===== src/rtl/store_merge_ctrl.sv =====
// store_merge_ctrl: read-modify-write controller merging SW/SH/SB stores into aligned memory words
module store_merge_ctrl (
  input  logic        clk,
  input  logic        reset,
  input  logic        start,
  input  logic [1:0]  st_op,
  input  logic [31:0] st_addr,
  input  logic [31:0] st_data,
  output logic [31:0] mem_addr,
  output logic        mem_wr,
  output logic [31:0] mem_wdata,
  input  logic [31:0] mem_rdata,
  output logic        busy,
  output logic        done,
  output logic        err
);
  typedef enum logic [2:0] {IDLE, READ, WAIT, WRITE, DONE} state_t;
  state_t state;
  logic [1:0] op, lane;
  logic [31:0] data, word, sh_word, sb_word;
  // insert the captured store lane into the captured read word; SW passes data straight through
  always_comb begin
    sh_word = (word & ~(32'hffff << {lane[1], 4'b0})) | ({16'h0, data[15:0]} << {lane[1], 4'b0});
    sb_word = (word & ~(32'hff << {lane, 3'b0})) | ({24'h0, data[7:0]} << {lane, 3'b0});
    mem_wdata = op == 2'b01 ? sh_word : op == 2'b10 ? sb_word : data;
  end
  // store sequencer with registered strobes; misaligned and reserved requests go straight to DONE
  always_ff @(posedge clk or posedge reset) begin
    if (reset) begin
      state <= IDLE;
      op <= '0;
      lane <= '0;
      data <= '0;
      word <= '0;
      mem_addr <= '0;
      mem_wr <= 1'b0;
      busy <= 1'b0;
      done <= 1'b0;
      err <= 1'b0;
    end else begin
      mem_wr <= 1'b0;
      done <= 1'b0;
      err <= 1'b0;
      case (state)
        IDLE: if (start) begin
          op <= st_op;
          lane <= st_addr[1:0];
          data <= st_data;
          mem_addr <= {st_addr[31:2], 2'b00};
          busy <= 1'b1;
          if (st_op == 2'b00 && st_addr[1:0] == 2'b00) begin
            state <= WRITE;
            mem_wr <= 1'b1;
          end else if ((st_op == 2'b01 && !st_addr[0]) || st_op == 2'b10) begin
            state <= READ;
          end else begin
            state <= DONE;
            done <= 1'b1;
            err <= 1'b1;
          end
        end
        READ: state <= WAIT;
        WAIT: begin
          word <= mem_rdata;
          state <= WRITE;
          mem_wr <= 1'b1;
        end
        WRITE: begin
          state <= DONE;
          done <= 1'b1;
        end
        DONE: begin
          state <= IDLE;
          busy <= 1'b0;
        end
        default: begin
          state <= IDLE;
          busy <= 1'b0;
        end
      endcase
    end
  end
endmodule


===== config.mk =====
export PLATFORM = sky130hd
export DESIGN_NAME = store_merge_ctrl
export DESIGN_NICKNAME = d
export VERILOG_FILES = /design/src/rtl/store_merge_ctrl.sv
export SDC_FILE = /design/constraint.sdc
export NUM_CORES = 1
export LEC_CHECK = 0
export BUFFER_PORTS_ARGS = -buffer_cell sky130_fd_sc_hd__buf_4
export CORE_ASPECT_RATIO = 0.8
export CORE_MARGIN = 2
export CORE_UTILIZATION = 54
export CTS_CLUSTER_DIAMETER = 50
export CTS_CLUSTER_SIZE = 30
export DETAILED_ROUTE_END_ITERATION = 8
export PLACE_DENSITY_LB_ADDON = 0.08
export SYNTH_ARGS = -nofsm -noshare
export SYNTH_HDL_FRONTEND = slang
export SYNTH_SLANG_ARGS = --single-unit
export TNS_END_PERCENT = 100

===== constraint.sdc =====
create_clock -name clk -period 8.5 [get_ports clk]
set_clock_uncertainty 0.15 [all_clocks]
set_input_delay 0.425 -clock clk [delete_from_list [all_inputs] [get_ports clk]]
set_output_delay 0.425 -clock clk [all_outputs]
set_load 0.05 [all_outputs]

---- Word-level counts from Yosys, hierarchy flattened ----
Index checks and enable logic that the tools add are counted.
word-level totals
  register bits after elaboration ......... 105
  input bits .............................. 101
  output and inout port bits .............. 68
  logic and storage cells ................. 55
operators by class
  equality and inequality tests ........... 8
  shift-type cells ........................ 4
  multiplexer cells ....................... 16
  bitwise operators ....................... 7
  reduce and logical (&&, ||, !) cells .... 10
operators with widths
  cell                                                                  number
  32-bit AND                                                            2
  32-bit two-way mux                                                    2
  32-bit inverter                                                       2
  32-bit OR                                                             2
  16-bit by 5-bit left shift with 32-bit output                         1
  16-bit by 5-bit left shift with 32-bit output (first input constant)  1
  8-bit by 5-bit left shift with 32-bit output                          1
  8-bit by 5-bit left shift with 32-bit output (first input constant)   1
  3-bit case mux with 4 select lines                                    1
  3-bit two-way mux                                                     3
  1-bit two-way mux                                                     7
  3-bit by 2-bit == test with 1-bit output (second input constant)      2
  1-bit case mux with 2 select lines                                    3
  2-bit by 1-bit == test with 1-bit output (second input constant)      2
  2-bit == test (second input constant)                                 2
  2-bit logical NOT                                                     2
  2-bit AND reduction                                                   2
  3-bit by 1-bit == test with 1-bit output (second input constant)      1
  3-bit logical NOT                                                     1
  3-bit OR reduction                                                    1
  1-bit logical AND                                                     2
  2-bit != test (second input constant)                                 1
  1-bit logical NOT                                                     1
  1-bit logical OR                                                      1
  1-bit inverter                                                        1

---- Logic depth before layout (Yosys ltp) ----
  depth after elaboration ................. 7
  mapped depth ............................ 5
  gate-level depth less buffers ........... 3

---- Least setup slack after synthesis ----
No wires, ideal clock.
  kind .................................... flip-flop to output port
  start ................................... reg lane[1]
  end ..................................... out mem_wdata[16]
  data arrival time ....................... 1803 ps
  required time ........................... 7925 ps
  slack ................................... 6122 ps
  cell stages (with the launch flop) ...... 6
  buffers on the path ..................... 2
  cells stage by stage .................... dfrtp_1 > buf_2 > nor2b_1 > buf_2 > mux2i_1 > o221ai_1
between the ends
  word-level cells in the longest chain between the ends .. 6
  elaborated cells between the ends (all ways) .. 12
  classes of those cells .................. shift (4); mux (2); bitwise (6)
RTL lines
  item                                          RTL line  text
  start, declared                               19        logic [1:0] op, lane;
  start signal, assigned                        47        lane <= st_addr[1:0];
  8-bit by 5-bit left shift with 32-bit output  24        sb_word = (word & ~(32'hff << {lane, 3'b0})) | ({24'h0, data[7:0]} << {lane, 3'b0});
  32-bit inverter                               24
  32-bit AND                                    24
  32-bit OR                                     24
  32-bit two-way mux                            25        mem_wdata = op == 2'b01 ? sh_word : op == 2'b10 ? sb_word : data;
  32-bit two-way mux *                          25
  end, declared                                 11        output logic [31:0] mem_wdata,
Mark *: on every way between the ends. The rest lies on a longest branch, timed or not.

---- Worst setup path after layout ----
  start ................................... reg lane[1]
  end ..................................... out mem_wdata[21]
The elaborated chain is that of the path after synthesis.

==> out/results.ini <==
[clocking]
clock_sinks=105
cts.path.max_buffers=2
post_cts_buffers=0
clk_latency_ns=0.34
cts_hold_buf=1
cts_tree=built
cts_resized=0
cts-htree-levels=3
clk_pin_slew_ns=0.07
cts-buffers-inserted=9
cts-root-buf=clkbuf_16

[critical_path]
cp_slowest_stage_delay_ns=1.06
path_cells=nor2b_1 -> mux2i_1 -> o221ai_1 -> buf_4
crit_slowest_cell=dfrtp_1
crit_required_ns=7.93
path_buf_inv=1
crit_family=flip-flops
startpoint_type=flop
arrival_ns=2.93
crit_type=reg -> out
end_kind=output pin
critPathMaxFanout=30

[die]
rows=31
dieArea_um2=10000
die_x_um=111
initial_core_util_pct=55.5
coreArea_um2=9000
ios=169
die_h_um=90.0

[layout]
areaGrowthSynthToFinish_pct=31.4
final_common_cell=buf_4
post-route-util_pct=72.9
fill_cells=639
n_antenna_cell=0
final_cell_mix=169 x buf_4, 105 x dfrtp_1, 98 x mux2_2, 33 x mux2i_1, 22 x o211ai_1
layout-drive-gt1-share_pct=54.2
final_nets=628

[drt]
detail-route-antenna-nets=0
wire_per_inst_um=19.4
drt-pass1-iter-count=4
vias=3718
wl_mm=12.6
drt_iter0_drc=181
drc=0
vias_per_cell=5.76

[timing]
finalSetupTns_ns=0
tightest_slew_ns=1.28
fmax_mhz=285
report.final.hold_viol_count=0
relSlewSlack_pct=14.0
fin_crit_ns=3.50
drv_slew=0
rsz0062_at_grt=no
setup_viol=0
fin_crit_sh_pct=41.2

[global_route]
grt_pass1_vias=3931
grt_pass1_wl_mm=20.2
grt_overflow=0
antenna_found_initial=0
grt_max_degree=82
grt_use_total_pct=25.7

[run]
cap_violations=0

[synth]
netlist_top_cells_area=dfrtp_1 53%, mux2_2 22%, mux2i_1 6.6%
syn_inst=374
yosysSeqAreaShare_pct=52.7
yosysWarnings=0
avgSynthCellArea_um2=13.3
ys_seq_elements=105
netlist.area_leader.share_pct=52.7
yosysTopAreaCell=dfrtp_1
netlist_area_um2=4990
synth-edff-count=0
synthFlopType=dfrtp_1
ys_types=30
async_flop_share_pct=100

[hold_path]
hold_class=in -> reg

[placed_design]
gp_congestion=0.838
numPortBuffers=166
dp_hpwl_mm=8.80

[outcome]
status=finished, final reports clean

routing by layer:
layer / routed length, µm / track usage, % / vias up
met4: 139 / 7.51 / 0
met5: 0 / 0 / -
met2: 6190 / 42.3 / 149
met3: 1050 / 7.62 / 11
met1: 5180 / 33.3 / 1875
li1: - / - / 1683
logic make-up (layout without fill, tap and decap cells):
| kind of cell | after synthesis | in the layout | share of synthesized area, % |
|---|---|---|---|
| AOI/OAI and AO/OA | 56 | 56 | 8.70 |
| xor gates and xnor gates | 1 | 1 | 0.326 |
| buffers and inverters | 31 | 187 | 3.01 |
| DFF | 105 | 105 | 52.7 |
| muxes | 139 | 139 | 30.5 |
| other | 1 | 2 | 0.0752 |
| and+or+nand+nor | 41 | 41 | 4.69 |
through the flow:
stage	hold WS, ns	cells	worst slack (ns)	area [µm²]
2_1_floorplan	0.324	375	5.16	4990
3_5_place_dp	0.263	630	5.38	6270
3_3_place_gp	0.259	630	5.50	6270
4_1_cts	0.138	646	5.01	6560
6_report	0.144	646	5.00	6560
5_1_grt	0.137	646	4.85	6560
final timing paths:
kind	cells after the start	startpoint	to	slack [ns]
max reg2reg	3	state[0]	mem_addr[26]	5.50
max	4	lane[1]	mem_wdata[21]	5.00
max in group asynchronous	4	reset	data[26]	6.44
min in group asynchronous	3	reset	mem_addr[17]	0.45
min	2	st_addr[9]	mem_addr[9]	0.14
min reg2reg	1	busy	busy	0.33
cell usage after synthesis (8+ instances only):
master / instances
nand2_1: 10
mux2i_1: 33
mux2_1: 8
nand2b_1: 11
dfrtp_1: 105
o221ai_1: 9
mux2_2: 98
nand3_1: 8
o211ai_1: 22
a32oi_1: 8
buf_2: 15
state kept, by name (all words and copies together), names as in the netlist:
signal,flops
busy,1
data,32
done,1
err,1
lane,2
mem_addr,30
mem_wr,1
op,2
state,3
word,32
area by class of cell:
cell class	instances	area [µm²]	share of cell area, %
Sequential cell	105	2630	40.1
Timing Repair Buffer	170	1280	19.5
Multi-Input combinational cell	239	2220	33.8
Tap cell	115	144	2.19
Inverter	2	10.0	0.153
Clock inverter	2	12.5	0.191
Clock buffer	13	270	4.12
Power is not shown: default switching activity piles up to over one toggle a cycle in this logic, so the estimate is an artifact.
